File: src/rtl/core_bus_pkg.sv
// Shared definitions for the core/cache request bus: tag field encodings,
// the packed tag layout, the arbiter state set and the line length.
package core_bus_pkg;

  localparam int BEATS = 8;

  localparam logic RW_READ  = 1'b1;
  localparam logic RW_WRITE = 1'b0;

  localparam logic [3:0] KIND_MEMORY = 4'd1;
  localparam logic [3:0] KIND_MMIO   = 4'd2;
  localparam logic [3:0] KIND_PORT   = 4'd3;
  localparam logic [3:0] KIND_IRQ    = 4'd4;

  localparam logic SRC_INST = 1'b1;
  localparam logic SRC_DATA = 1'b0;

  typedef struct packed {
    logic       rw;
    logic [3:0] kind;
    logic       src;
    logic [6:0] id;
  } tag_t;

  typedef enum logic [1:0] {
    ST_IDLE,
    ST_REQ,
    ST_WDATA,
    ST_RESP
  } state_t;

endpackage

File: src/rtl/core_bus_arbiter_if.sv
// Client request/response ports plus the core-facing side of the cache bus.
// master = the arbiter, slave = the clients and cache around it.
interface core_bus_arbiter_if #(
    parameter int DATA_WIDTH = 64,
    parameter int TAG_WIDTH  = 13
);
    logic                  if_req_valid;
    logic [DATA_WIDTH-1:0] if_req_addr;
    logic                  if_req_ready;
    logic                  if_resp_valid;
    logic [DATA_WIDTH-1:0] if_resp_data;
    logic                  if_resp_last;

    logic                  d_req_valid;
    logic                  d_req_write;
    logic [3:0]            d_req_kind;
    logic [DATA_WIDTH-1:0] d_req_addr;
    logic                  d_req_ready;
    logic [DATA_WIDTH-1:0] d_wdata;
    logic                  d_wdata_ready;
    logic                  d_resp_valid;
    logic [DATA_WIDTH-1:0] d_resp_data;
    logic                  d_resp_last;

    logic [DATA_WIDTH-1:0] bus_req;
    logic [TAG_WIDTH-1:0]  bus_reqtag;
    logic                  bus_reqcyc;
    logic                  bus_reqack;
    logic [DATA_WIDTH-1:0] bus_resp;
    logic [TAG_WIDTH-1:0]  bus_resptag;
    logic                  bus_respcyc;
    logic                  bus_respack;

    logic                  err_stray;

    modport master (
        input  if_req_valid, if_req_addr, d_req_valid, d_req_write, d_req_kind,
               d_req_addr, d_wdata, bus_reqack, bus_resp, bus_resptag, bus_respcyc,
        output if_req_ready, if_resp_valid, if_resp_data, if_resp_last,
               d_req_ready, d_wdata_ready, d_resp_valid, d_resp_data, d_resp_last,
               bus_req, bus_reqtag, bus_reqcyc, bus_respack, err_stray
    );

    modport slave (
        output if_req_valid, if_req_addr, d_req_valid, d_req_write, d_req_kind,
               d_req_addr, d_wdata, bus_reqack, bus_resp, bus_resptag, bus_respcyc,
        input  if_req_ready, if_resp_valid, if_resp_data, if_resp_last,
               d_req_ready, d_wdata_ready, d_resp_valid, d_resp_data, d_resp_last,
               bus_req, bus_reqtag, bus_reqcyc, bus_respack, err_stray
    );
endinterface

File: src/rtl/rr_arbiter2.sv
// Two-way round-robin arbiter: on a tie the requester not granted last wins.
// req[0]/gnt[0] is fetch, req[1]/gnt[1] is data; data counts as last after reset.
module rr_arbiter2 (
    input  logic       clk,
    input  logic       reset,
    input  logic [1:0] req,
    input  logic       take,
    output logic [1:0] gnt
);
    logic last_q;

    always_comb begin
        gnt = 2'b00;
        if (req[0] && (!req[1] || last_q)) gnt[0] = 1'b1;
        else if (req[1])                   gnt[1] = 1'b1;
    end

    always_ff @(posedge clk or posedge reset) begin
        if (reset)                 last_q <= 1'b1;
        else if (take && |gnt)     last_q <= gnt[1];
    end
endmodule

File: src/rtl/core_bus_arbiter.sv
// Core-side bus master: grants fetch or data, issues one tagged transaction,
// streams write beats and routes tag-matched read beats back to the requester.
module core_bus_arbiter
    import core_bus_pkg::*;
#(
    parameter int DATA_WIDTH = 64,
    parameter int TAG_WIDTH  = 13,
    parameter int BEATS      = core_bus_pkg::BEATS
) (
    input logic                clk,
    input logic                reset,
    core_bus_arbiter_if.master bus
);
    localparam int              BW        = $clog2(BEATS);
    localparam logic [BW-1:0]   LAST_BEAT = BW'(BEATS - 1);

    state_t                state_q, state_d;
    logic [DATA_WIDTH-1:0] addr_q;
    tag_t                  tag_q;
    logic [6:0]            id_q;
    logic [BW-1:0]         beat_q;
    logic [1:0]            gnt;
    logic                  grant_take;
    logic                  beat_inc;
    logic                  resp_match;

    rr_arbiter2 u_arb (
        .clk   (clk),
        .reset (reset),
        .req   ({bus.d_req_valid, bus.if_req_valid}),
        .take  (grant_take),
        .gnt   (gnt)
    );

    always_comb begin
        // NOTE: every signal written here gets a default first, so no path can infer a latch.
        state_d           = state_q;
        grant_take        = 1'b0;
        beat_inc          = 1'b0;
        bus.if_req_ready  = 1'b0;
        bus.if_resp_valid = 1'b0;
        bus.if_resp_data  = '0;
        bus.if_resp_last  = 1'b0;
        bus.d_req_ready   = 1'b0;
        bus.d_wdata_ready = 1'b0;
        bus.d_resp_valid  = 1'b0;
        bus.d_resp_data   = '0;
        bus.d_resp_last   = 1'b0;
        bus.bus_req       = '0;
        bus.bus_reqtag    = '0;
        bus.bus_reqcyc    = 1'b0;
        resp_match        = (state_q == ST_RESP) && bus.bus_respcyc &&
                            (bus.bus_resptag == TAG_WIDTH'(tag_q));

        case (state_q)
            ST_IDLE: begin
                if (|gnt) begin
                    grant_take = 1'b1;
                    state_d    = ST_REQ;
                end
            end
            ST_REQ: begin
                bus.bus_reqcyc = 1'b1;
                bus.bus_req    = addr_q;
                bus.bus_reqtag = TAG_WIDTH'(tag_q);
                if (bus.bus_reqack) begin
                    if (tag_q.src == SRC_INST) bus.if_req_ready = 1'b1;
                    else                       bus.d_req_ready  = 1'b1;
                    state_d = (tag_q.rw == RW_WRITE) ? ST_WDATA : ST_RESP;
                end
            end
            ST_WDATA: begin
                bus.bus_reqcyc = 1'b1;
                bus.bus_req    = bus.d_wdata;
                bus.bus_reqtag = TAG_WIDTH'(tag_q);
                if (bus.bus_reqack) begin
                    bus.d_wdata_ready = 1'b1;
                    beat_inc          = 1'b1;
                    if (beat_q == LAST_BEAT) state_d = ST_IDLE;
                end
            end
            ST_RESP: begin
                if (resp_match) begin
                    beat_inc = 1'b1;
                    if (tag_q.src == SRC_INST) begin
                        bus.if_resp_valid = 1'b1;
                        bus.if_resp_data  = bus.bus_resp;
                        bus.if_resp_last  = (beat_q == LAST_BEAT);
                    end else begin
                        bus.d_resp_valid = 1'b1;
                        bus.d_resp_data  = bus.bus_resp;
                        bus.d_resp_last  = (beat_q == LAST_BEAT);
                    end
                    if (beat_q == LAST_BEAT) state_d = ST_IDLE;
                end
            end
            default: state_d = ST_IDLE;
        endcase

        // Any response cycle is acked; only a tag match in RESP is a real beat.
        bus.bus_respack = bus.bus_respcyc && !reset;
        bus.err_stray   = bus.bus_respcyc && !resp_match && !reset;
    end

    // NOTE: state is updated with non-blocking assignments so every register samples pre-edge values.
    always_ff @(posedge clk or posedge reset) begin
        if (reset) begin
            // NOTE: the latched address/tag are reset too, so an aborted transaction leaves nothing behind.
            state_q <= ST_IDLE;
            addr_q  <= '0;
            tag_q   <= '0;
            id_q    <= '0;
            beat_q  <= '0;
        end else begin
            state_q <= state_d;
            if (grant_take) begin
                if (gnt[0]) begin
                    addr_q <= bus.if_req_addr;
                    tag_q  <= '{rw: RW_READ, kind: KIND_MEMORY, src: SRC_INST, id: id_q};
                end else begin
                    addr_q <= bus.d_req_addr;
                    tag_q  <= '{rw: !bus.d_req_write, kind: bus.d_req_kind, src: SRC_DATA, id: id_q};
                end
                id_q   <= id_q + 7'd1;
                beat_q <= '0;
            end else if (beat_inc) begin
                beat_q <= beat_q + 1'b1;
            end
        end
    end
endmodule

File: src/flat_wrapper.sv
// flat-port wrapper written by rule: the top's interface ports become plain ports
module core_bus_arbiter_flat import core_bus_pkg::*;
#(
    parameter int DATA_WIDTH = 64,
    parameter int TAG_WIDTH  = 13,
    parameter int BEATS      = core_bus_pkg::BEATS
)
  (clk, reset, bus_if_req_valid, bus_if_req_addr, bus_d_req_valid, bus_d_req_write, bus_d_req_kind, bus_d_req_addr, bus_d_wdata, bus_bus_reqack, bus_bus_resp, bus_bus_resptag, bus_bus_respcyc, bus_if_req_ready, bus_if_resp_valid, bus_if_resp_data, bus_if_resp_last, bus_d_req_ready, bus_d_wdata_ready, bus_d_resp_valid, bus_d_resp_data, bus_d_resp_last, bus_bus_req, bus_bus_reqtag, bus_bus_reqcyc, bus_bus_respack, bus_err_stray);
  core_bus_arbiter_if #(.DATA_WIDTH(DATA_WIDTH), .TAG_WIDTH(TAG_WIDTH)) bus_i ();
  input logic clk;
  input logic reset;
  input wire logic [$bits(bus_i.if_req_valid)-1:0] bus_if_req_valid;
  input wire logic [$bits(bus_i.if_req_addr)-1:0] bus_if_req_addr;
  input wire logic [$bits(bus_i.d_req_valid)-1:0] bus_d_req_valid;
  input wire logic [$bits(bus_i.d_req_write)-1:0] bus_d_req_write;
  input wire logic [$bits(bus_i.d_req_kind)-1:0] bus_d_req_kind;
  input wire logic [$bits(bus_i.d_req_addr)-1:0] bus_d_req_addr;
  input wire logic [$bits(bus_i.d_wdata)-1:0] bus_d_wdata;
  input wire logic [$bits(bus_i.bus_reqack)-1:0] bus_bus_reqack;
  input wire logic [$bits(bus_i.bus_resp)-1:0] bus_bus_resp;
  input wire logic [$bits(bus_i.bus_resptag)-1:0] bus_bus_resptag;
  input wire logic [$bits(bus_i.bus_respcyc)-1:0] bus_bus_respcyc;
  output wire logic [$bits(bus_i.if_req_ready)-1:0] bus_if_req_ready;
  output wire logic [$bits(bus_i.if_resp_valid)-1:0] bus_if_resp_valid;
  output wire logic [$bits(bus_i.if_resp_data)-1:0] bus_if_resp_data;
  output wire logic [$bits(bus_i.if_resp_last)-1:0] bus_if_resp_last;
  output wire logic [$bits(bus_i.d_req_ready)-1:0] bus_d_req_ready;
  output wire logic [$bits(bus_i.d_wdata_ready)-1:0] bus_d_wdata_ready;
  output wire logic [$bits(bus_i.d_resp_valid)-1:0] bus_d_resp_valid;
  output wire logic [$bits(bus_i.d_resp_data)-1:0] bus_d_resp_data;
  output wire logic [$bits(bus_i.d_resp_last)-1:0] bus_d_resp_last;
  output wire logic [$bits(bus_i.bus_req)-1:0] bus_bus_req;
  output wire logic [$bits(bus_i.bus_reqtag)-1:0] bus_bus_reqtag;
  output wire logic [$bits(bus_i.bus_reqcyc)-1:0] bus_bus_reqcyc;
  output wire logic [$bits(bus_i.bus_respack)-1:0] bus_bus_respack;
  output wire logic [$bits(bus_i.err_stray)-1:0] bus_err_stray;
  assign bus_i.if_req_valid = bus_if_req_valid;
  assign bus_i.if_req_addr = bus_if_req_addr;
  assign bus_i.d_req_valid = bus_d_req_valid;
  assign bus_i.d_req_write = bus_d_req_write;
  assign bus_i.d_req_kind = bus_d_req_kind;
  assign bus_i.d_req_addr = bus_d_req_addr;
  assign bus_i.d_wdata = bus_d_wdata;
  assign bus_i.bus_reqack = bus_bus_reqack;
  assign bus_i.bus_resp = bus_bus_resp;
  assign bus_i.bus_resptag = bus_bus_resptag;
  assign bus_i.bus_respcyc = bus_bus_respcyc;
  assign bus_if_req_ready = bus_i.if_req_ready;
  assign bus_if_resp_valid = bus_i.if_resp_valid;
  assign bus_if_resp_data = bus_i.if_resp_data;
  assign bus_if_resp_last = bus_i.if_resp_last;
  assign bus_d_req_ready = bus_i.d_req_ready;
  assign bus_d_wdata_ready = bus_i.d_wdata_ready;
  assign bus_d_resp_valid = bus_i.d_resp_valid;
  assign bus_d_resp_data = bus_i.d_resp_data;
  assign bus_d_resp_last = bus_i.d_resp_last;
  assign bus_bus_req = bus_i.bus_req;
  assign bus_bus_reqtag = bus_i.bus_reqtag;
  assign bus_bus_reqcyc = bus_i.bus_reqcyc;
  assign bus_bus_respack = bus_i.bus_respack;
  assign bus_err_stray = bus_i.err_stray;
  core_bus_arbiter #(.DATA_WIDTH(DATA_WIDTH), .TAG_WIDTH(TAG_WIDTH), .BEATS(BEATS)) u_core (.clk(clk), .reset(reset), .bus(bus_i));
endmodule
File: config.mk
export PLATFORM = sky130hd
export DESIGN_NAME = core_bus_arbiter_flat
export DESIGN_NICKNAME = d
export VERILOG_FILES = /design/src/rtl/core_bus_pkg.sv /design/src/rtl/core_bus_arbiter_if.sv /design/src/rtl/rr_arbiter2.sv /design/src/rtl/core_bus_arbiter.sv /design/src/flat_wrapper.sv
export SDC_FILE = /design/constraint.sdc
export NUM_CORES = 1
export LEC_CHECK = 0
export CELL_PAD_IN_SITES_DETAIL_PLACEMENT = 2
export CELL_PAD_IN_SITES_GLOBAL_PLACEMENT = 2
export CORE_ASPECT_RATIO = 1.5
export CORE_MARGIN = 10
export CORE_UTILIZATION = 17
export CTS_CLUSTER_DIAMETER = 60
export DETAILED_ROUTE_END_ITERATION = 16
export PLACE_DENSITY_LB_ADDON = 0.1
export SLEW_MARGIN = 20
export SYNTH_ARGS = -nofsm -noshare
export SYNTH_HDL_FRONTEND = slang
export SYNTH_SLANG_ARGS = --single-unit
File: constraint.sdc
create_clock -name clk -period 3.95 [get_ports clk]
set_input_delay 0.79 -clock clk [delete_from_list [all_inputs] [get_ports clk]]
set_output_delay 0.79 -clock clk [all_outputs]
set_load 0.03 [all_outputs]
=== Yosys cells after proc, flatten, opt, wreduce, memory -nomap -nowiden ===
Cells that the tools add are included.

* Add/subtract/negate cells: 2
* $mul: 0
* Divide/modulo/power cells: 0
* $lt $le $gt $ge: 0
* Eq/ne operators: 9
* Shift-type cells: 0
* Muxes and demuxes: 45
* Bitwise operators: 0
* Reduce and logical (&&, ||, !) cells: 17

{| class="wikitable"
|+ Operators with widths
! kind !! number
|-
| $mux W64 || 7
|-
| $pmux W64 S2 || 1
|-
| $mux W1 || 26
|-
| $mux W13 || 2
|-
| $eq A13 B13 Y1 || 1
|-
| $mux W2 || 5
|-
| $pmux W2 S4 || 1
|-
| $add A7 B1 Y7 const B || 1
|-
| $logic_and A1 B1 Y1 || 7
|-
| $mux W3 || 2
|-
| $eq A2 B2 Y1 const B || 2
|-
| $logic_not A1 Y1 || 4
|-
| $ne A2 B1 Y1 const B || 2
|-
| $ne A2 B2 Y1 const B || 2
|-
| $reduce_and A4 Y1 || 1
|-
| $reduce_or A2 Y1 || 2
|-
| $add A3 B1 Y3 const B || 1
|-
| $eq A3 B3 Y1 const B || 1
|-
| $eq A2 B1 Y1 const B || 1
|-
| $logic_not A2 Y1 || 1
|-
| $pmux W1 S2 || 1
|-
| $reduce_bool A2 Y1 || 1
|-
| $logic_or A1 B1 Y1 || 1
|}

* Register bits: 90
* Bits in latches: 0
* RAM bits: 0
* Bits in read-only memories: 0
* Input bits: 280
* Logic and storage cells: 82
* Memories: 0

=== Logic depth before layout (Yosys ltp) ===
Gate-level depths: netlist (run 1).

* Word-level depth: 8
* Gate-level depth with buffers: 8
* Depth with buffers taken out: 7

=== Hierarchy ===
From an unflattened synthesis (run 1), not the netlist that was laid out.

* Cell total of the unflattened synthesis: 742
* Area, all modules: 6258.5 µm²

{| class="wikitable"
|+ By module, submodules not included
! module !! times used !! cells each !! area an instance (µm²)
|-
| core_bus_arbiter || 1 || 735 || 6198.4
|-
| rr_arbiter2 || 1 || 7 || 60.1
|}

=== Worst setup path before layout (run 1) ===
Ideal clock, no wire load.

* Kind: input-to-output
* Start: input bus_bus_resptag[4]
* End: output bus_d_resp_data[54]
* Arrival time: 2.323 ns
* Data required time: 3.160 ns
* Setup slack: 0.837 ns
* Stages on the path: 6
* Buffers on the path: 1
* Path through: xnor2_1 > nand4_1 > or4_4 > nor2_4 > buf_2 > and2_1

* Word-level cells in the longest chain between the ends: 4

{| class="wikitable"
|+ Ends and longest elaborated chain
! element !! line !! source
|-
| start: declaration || flat_wrapper.sv:21 || <nowiki>input wire logic [$bits(bus_i.bus_resptag)-1:0] bus_bus_resptag;</nowiki>
|-
| $eq A13 B13 Y1 || core_bus_arbiter.sv:53 || <nowiki>(bus.bus_resptag == TAG_WIDTH'(tag_q));</nowiki>
|-
| $logic_and A1 B1 Y1 || core_bus_arbiter.sv:52 || <nowiki>resp_match = (state_q == ST_RESP) && bus.bus_respcyc &&</nowiki>
|-
| $mux W64 || core_bus_arbiter.sv:83 || <nowiki>if (resp_match) begin</nowiki>
|-
| $mux W64 || core_bus_arbiter.sv:55 || <nowiki>case (state_q)</nowiki>
|-
| end: declaration || flat_wrapper.sv:30 || <nowiki>output wire logic [$bits(bus_i.d_resp_data)-1:0] bus_d_resp_data;</nowiki>
|}

No other way between the ends.

=== Worst setup path in the final report (run 1) ===
* Start: input bus_bus_resptag[2]
* End: output bus_err_stray

* Word-level cells in the longest chain between the ends: 5

{| class="wikitable"
|+ Ends and longest elaborated chain
! element !! line !! source
|-
| $eq A13 B13 Y1 || core_bus_arbiter.sv:53 ||
|-
| $logic_and A1 B1 Y1 || core_bus_arbiter.sv:52 ||
|-
| $logic_not A1 Y1 || core_bus_arbiter.sv:102 || <nowiki>bus.err_stray = bus.bus_respcyc && !resp_match && !reset;</nowiki>
|-
| $logic_and A1 B1 Y1 (2 in a row) || core_bus_arbiter.sv:102 ||
|-
| end: declaration || flat_wrapper.sv:36 || <nowiki>output wire logic [$bits(bus_i.err_stray)-1:0] bus_err_stray;</nowiki>
|}

No other way between the ends.

==> results of run 1 <==
-- placed cells by master (no fill, tap or decap), drive strengths merged --
master,count
clkdlybuf4s50,362
buf,152
nand2,93
dfrtp,89
and2,80
o21ai,71
and3,68
mux2i,66
nor2b,65
a22oi,64
xnor2,19
inv,11
clkbuf,9
ha,7
a21oi,6
nand4,6
nor2,6
clkinv,4
diode,3
a22o,3
nor3,3
nand3,3
nor4,1
o22ai,1
a221oi,1
or4,1
a21boi,1
a31oi,1
bufinv,1
dfstp,1
-- logic make-up after synthesis --
logic type               after synthesis
adder cells (fa/ha/maj)                7
multiplexers                          66
AO/OA/AOI/OAI                        148
XOR/XNOR                              19
buffers and inverters                 77
AND/OR/NAND/NOR                      326
flip-flops                            90
-- report_power, final --
part           switching (W)  leakage (nW)  internal [W]  total, W
Clock               0.000434         0.152      0.000498  0.000932
Sequential        0.00000171          1.23      0.000922  0.000924
Combinational       0.000136          3.96      0.000286  0.000422
Total               0.000571          5.35       0.00171   0.00228
-- per-stage QoR --
step | instance area [µm²] | cells | setup WS (ns) | total power (W)
after global routing | 12000 | 1674 | 0.0275 | 0.00238
final | 12000 | 1676 | 0.0949 | 0.00228
after CTS | 12000 | 1673 | 0.0588 | 0.00234
after detailed placement | 11700 | 1657 | 0.0551 | 0.00138
after floorplan | 6240 | 733 | 0.826 | 0.00103
after global placement | 11700 | 1657 | 0.0956 | 0.00137
-- cell usage after synthesis, drive strengths merged --
| cell type | number |
|---|---|
| a22o | 3 |
| and3 | 68 |
| inv | 9 |
| a21oi | 6 |
| a22oi | 64 |
| and2 | 80 |
| nor2b | 65 |
| o21ai | 71 |
| clkbuf | 48 |
| a221oi | 1 |
| nand2 | 93 |
| nand4 | 6 |
| a21boi | 1 |
| a31oi | 1 |
| mux2i | 66 |
| nand3 | 3 |
| o22ai | 1 |
| or4 | 1 |
| nor3 | 3 |
| buf | 20 |
| dfrtp | 89 |
| nor2 | 6 |
| xnor2 | 19 |
| ha | 7 |
| dfstp | 1 |
| nor4 | 1 |
-- critical path, cell delays in order --
cell and delay (ns):
clkdlybuf4s50_1 0.49, xnor2_1 0.13, nand4_1 0.22, or4_4 0.65, and2_1 0.17, clkdlybuf4s50_1 0.61
-- path summary, 6_finish.rpt --
kind,cells after the start,slack (ns),end
max reg2reg,8,1.71,u_core.state_q[0]$_DFFE_PP0P_
min reg2reg,2,0.48,u_core.addr_q[11]$_DFFE_PP0P_
min in group asynchronous,2,0.98,u_core.addr_q[33]$_DFFE_PP0P_
min,2,0.48,u_core.addr_q[11]$_DFFE_PP0P_
max,6,0.09,bus_err_stray
max in group asynchronous,3,2.26,u_core.addr_q[17]$_DFFE_PP0P_
-- flip-flops by register name, indices dropped and copies added (netlist names) --
signal and flops:
u_core.id_q 7, u_core.beat_q 3, u_core.state_q 2, u_core.tag_q 13
u_core.addr_q 64, u_core.u_arb.last_q 1
-- final cells by class --
| cell class | instances | area [µm²] |
|---|---|---|
| inverters | 9 | 36.3 |
| repair buffers | 514 | 5150 |
| clock inverters | 7 | 77.6 |
| multi-input cells | 566 | 3680 |
| clock buffers | 9 | 225 |
| diodes | 3 | 7.51 |
| flip-flops and latches | 90 | 2250 |
| well taps | 478 | 598 |
| fillers | 4027 | 24000 |
-- layer usage --
layer,track usage [%],vias up
met5,0,-
met4,4.07,12
met3,7.55,30
met2,31.4,320
met1,16.2,3532
li1,-,3436
==> results.toml, run 1 <==
[cells_and_area]
final_net_count = 1477
drive_above_1_share_pct = 15.0
final_util_pct = 33.4
area.growth.synth_to_final_pct = 92.9

[yosys]
synth-compound-area-share_pct = 14.8
synth_top_cell_by_area = "dfrtp_1"
synth_fp_nets = 1020
ys_top_cells_by_area = "dfrtp_1, mux2i_1, and2_1, a22oi_1, and3_1"
avgSynthCellArea_um2 = 8.51
synth_fa_ha_area_share_pct = 1.40
synth.yosys.seq_area_share_pct = 36.1
synth_warnings = 0
synth_largest_type_area_fraction_pct = 35.7
syn_area_um2 = 6240
netlist-cell-type-count = 31
netlist_instances = 733
synth.ff_latch_count = 90
synth_simple_gate_area_share_pct = 28.9
synthXorXnorAreaFrac_pct = 2.67
combinational_family_with_the_most_area_after_synthesis = "simple AND/OR/NAND/NOR gates"
yosys-mux-area-fraction_pct = 10.6

[cts]
ctsHtreeMaxLevel = 3
cts-buffers-inserted = 9
post_cts.repair.setup_buffers = 0
cts.sinks = 90
cell_at_the_root_of_the_clock_tree = "clkbuf_16"
post_cts_resized = 0
insertion_delay_ns = 0.37
clk_path_buf_depth = 2
cts_tree = "yes"
cts-hold-fix-buffers = 0
clk_transition_reported_paths_ns = 0.07

[min_path]
min-delay-path-class = "reg2reg"
worstHoldStart = "u_core.addr_q[11]$_DFFE_PP0P_"

[grt]
global_route_usage_over_all_layers_pct = 16.7
gr-total-overflow = 0
maximum_number_of_pins_on_one_net_before_global_route_repair = 99
initial_antenna_violation_count = 8
wire_length_of_the_first_global_routing_pass_um = 55900
grt_pass1_vias = 8221

[die]
die_width_um = 176
floorplan.io_pins = 495
row_count = 85
start_util_pct = 17.3
core_region_area_um2 = 36100
fp.dieH_um = 255
die-area_um2 = 44900

[timing]
rsz0062_at_grt = "no"
worst_pin_slew_ns = 0.646
max_clock_freq_mhz = 259
report.final.slew_viol_count = 0
report.final.hold_viol_count = 0
post-route-period-util_pct = 97.6
fin_tns_setup_ns = 0
fin_worst_skew_ns = 0.00667
slew-limit-headroom_pct = 56.9
timing.final.crit_period_ns = 3.86
timing.final.setup_violations = 0
hold_slack_ns = 0.483

[drt]
drtPass1Iterations = 4
drc_errors = 0
routedLengthMet1_um = 13800
drt_first_iter_violations = 238
met3WireLength_um = 3990
vias = 7330
final_antenna_net_count = 0
highest-signal-layer = "met5"
routed_via_density = 4.37
routed_wl_um = 39400
routed-wl-met2_um = 21000
route.detailed.wl_per_inst_um = 23.5

[status]
outcome = "complete, no violations"

[placed_design]
dp.final_hpwl_um = 32000
gpl.final_weighted_congestion = 0.763
port_buffers = 494

[setup_path]
crit_fanout = 5
setup.worst_path.end_class = "output pin"
start_kind = "input port"
cp_data_required_time_ns = 3.16
crit_arrival_ns = 3.07
cp-startpoint = "bus_bus_resptag[2]"
reg2reg_from = "u_core.state_q[1]$_DFFE_PP0P_"
setup.worst_path.class = "in2out"

[pwr]
ir_drop_mv = 0.223
static-leakage-power_nw = 5.35
power.density_nw_per_um2 = 189

[flow_run]
max-cap-violations = 0
(Power assumes the default switching activity.)
==> run 2, diff against run 1 <==
--- a/config.mk
+++ b/config.mk
@@ -12,7 +12,8 @@
 export CORE_UTILIZATION = 17
 export CTS_CLUSTER_DIAMETER = 60
 export DETAILED_ROUTE_END_ITERATION = 16
-export PLACE_DENSITY_LB_ADDON = 0.1
+export GPL_ROUTABILITY_DRIVEN = 0
+export PLACE_DENSITY = 0.82
 export SLEW_MARGIN = 20
 export SYNTH_ARGS = -nofsm -noshare
 export SYNTH_HDL_FRONTEND = slang
==> results.toml, run 2 (synthesis results as in run 1) <==
[status]
outcome = "complete, no violations"

[drt]
route.detailed.wl_per_inst_um = 24.4
final_antenna_net_count = 0
vias = 7376
drtPass1Iterations = 4
drt_first_iter_violations = 227
routed_wl_um = 40800
routed_via_density = 4.41
drc_errors = 0

[die]
start_util_pct = 17.3
fp.dieH_um = 255
row_count = 85
die_width_um = 176
floorplan.io_pins = 495
die-area_um2 = 44900
core_region_area_um2 = 36100

[min_path]
worstHoldPathCells = 1
min-delay-path-class = "reg2reg"
hold_path_end = "u_core.id_q[6]$_DFFE_PP0P_"
worstHoldStart = "u_core.id_q[6]$_DFFE_PP0P_"

[timing]
max_clock_freq_mhz = 255
rsz0062_at_grt = "no"
worst_pin_slew_ns = 0.720
timing.final.setup_violations = 0
report.final.slew_viol_count = 0
slew-limit-headroom_pct = 52.0
post-route-period-util_pct = 99.2
fin_tns_setup_ns = 0
timing.final.crit_period_ns = 3.92
fin_worst_skew_ns = 0.0125
report.final.hold_viol_count = 0

[cells_and_area]
final_net_count = 1473
layout.cells.most_common_list = "clkdlybuf4s50_1, buf_4, nand2_1"
register_ranked_first_by_flip_flop_count = "u_core.addr_q"
final_util_pct = 33.9
largest_register_ff_count = 64
top_regs = "u_core.addr_q x64, u_core.tag_q x13, u_core.id_q x7"
drive_above_1_share_pct = 14.7
fillerInstances = 3995
mostFrequentLayoutCell = "clkdlybuf4s50_1"
area.growth.synth_to_final_pct = 96.2

[pwr]
swShare_pct = 26.8
ir_drop_mv = 0.192
power_frac_seq_pct = 40.8
comb_power_share_pct = 19.1
pwr-share-clk_pct = 40.1
power.density_nw_per_um2 = 185
power.net_switching_w = 0.000607
power.total_w = 0.00227
power.internal_w = 0.00166
static-leakage-power_nw = 5.37

[cts]
ctsHtreeMaxLevel = 3
post_cts.repair.setup_buffers = 0
cts-hold-fix-buffers = 0
cts_tree = "yes"
insertion_delay_ns = 0.37
clk_path_buf_depth = 2
cts-buffers-inserted = 9
post_cts_resized = 1
cell_at_the_root_of_the_clock_tree = "clkbuf_16"
clk_transition_reported_paths_ns = 0.07
cts.sinks = 90

[grt]
wire_length_of_the_first_global_routing_pass_um = 57800
global_route_usage_over_all_layers_pct = 17.2
maximum_number_of_pins_on_one_net_before_global_route_repair = 141
initial_antenna_violation_count = 1
gr-total-overflow = 0
grt_pass1_vias = 8438

[setup_path]
worst-r2r-cell-count = 8
setup.worst_path.class = "in2out"
ff2ff_setup_slack_ns = 1.63
crit_arrival_ns = 3.13
setup.worst_path.end_class = "output pin"
start_kind = "input port"
worst_r2r_endpoint = "u_core.state_q[1]$_DFFE_PP0P_"
crit_fanout = 66
reg2reg_from = "u_core.tag_q[4]$_DFFE_PP0P_"
cp-startpoint = "bus_bus_resptag[6]"
cp_data_required_time_ns = 3.16

[flow_run]
max-cap-violations = 0

[placed_design]
dp.final_hpwl_um = 33600
port_buffers = 494
## run 2: cell types whose count changed in the layout (fill, tap and decap cells not counted)
cell and delta:
dlygate4sd2_1 +1, inv_8 +1, clkinv_4 -2, clkdlybuf4s50_1 -1, bufinv_16 -1, clkinv_2 -2
buf_12 +19, buf_4 -23, inv_6 +1, clkinvlp_4 +1, clkinv_8 +2
## run 2: power groups by stage
stage | logic [W] | clock network [W] | registers [W]
3_3_place_gp | 0.000432 | 0 | 0.000943
6_report | 0.000434 | 0.000910 | 0.000925
3_5_place_dp | 0.000441 | 0 | 0.000943
4_1_cts | 0.000443 | 0.000962 | 0.000925
2_1_floorplan | 0.0000906 | 0 | 0.000942
5_1_grt | 0.000461 | 0.000990 | 0.000925
## run 2: layout make-up
| type | count | area [µm²] | share of cell area [%] |
|---|---|---|---|
| Tap cell | 478 | 598 | 4.89 |
| Sequential cell | 90 | 2250 | 18.4 |
| Multi-Input combinational cell | 566 | 3680 | 30.0 |
| Clock buffer | 9 | 225 | 1.84 |
| Inverter | 9 | 36.3 | 0.296 |
| Antenna cell | 3 | 7.51 | 0.0613 |
| Timing Repair Buffer | 510 | 5360 | 43.8 |
| Clock inverter | 7 | 80.1 | 0.654 |
## run 2: worst max path at each step
| stage | end | slack, ns | depth (start not counted) |
|---|---|---|---|
| floorplan | u_core.addr_q[0]$_DFFE_PP0P_ | 0.83 | 1 |
| global placement | bus_err_stray | 0.13 | 6 |
| detailed placement | bus_err_stray | 0.008 | 6 |
| CTS | bus_d_resp_data[33] | 0.03 | 8 |
| global route | bus_d_resp_data[33] | 0.0003 | 8 |
| finish | bus_d_resp_data[33] | 0.03 | 8 |
## run 2: routing by layer
layer,GRT usage [%],vias to the layer above,wire length (µm)
li1,-,3432,-
met1,18.1,3552,15500
met2,30.9,367,20800
met3,7.22,25,4000
met4,4.02,0,607
met5,0,-,0
## run 2: through the flow
stage	cell area [µm²]	std cells	worst slack [ns]	hold slack (ns)
after floorplan	6240	733	0.826	0.445
after global placement	11900	1653	0.133	0.460
after detailed placement	11900	1653	0.00781	0.474
after CTS	12200	1669	0.0347	0.491
after global routing	12200	1670	0.000278	0.515
final	12200	1672	0.0322	0.488
## run 2: critical path: stages
cell,delay (ns)
clkdlybuf4s50_1,0.45
xnor2_1,0.25
nand4_1,0.23
or4_4,0.62
nor2_4,0.13
buf_12,0.23
and2_1,0.24
buf_12,0.14
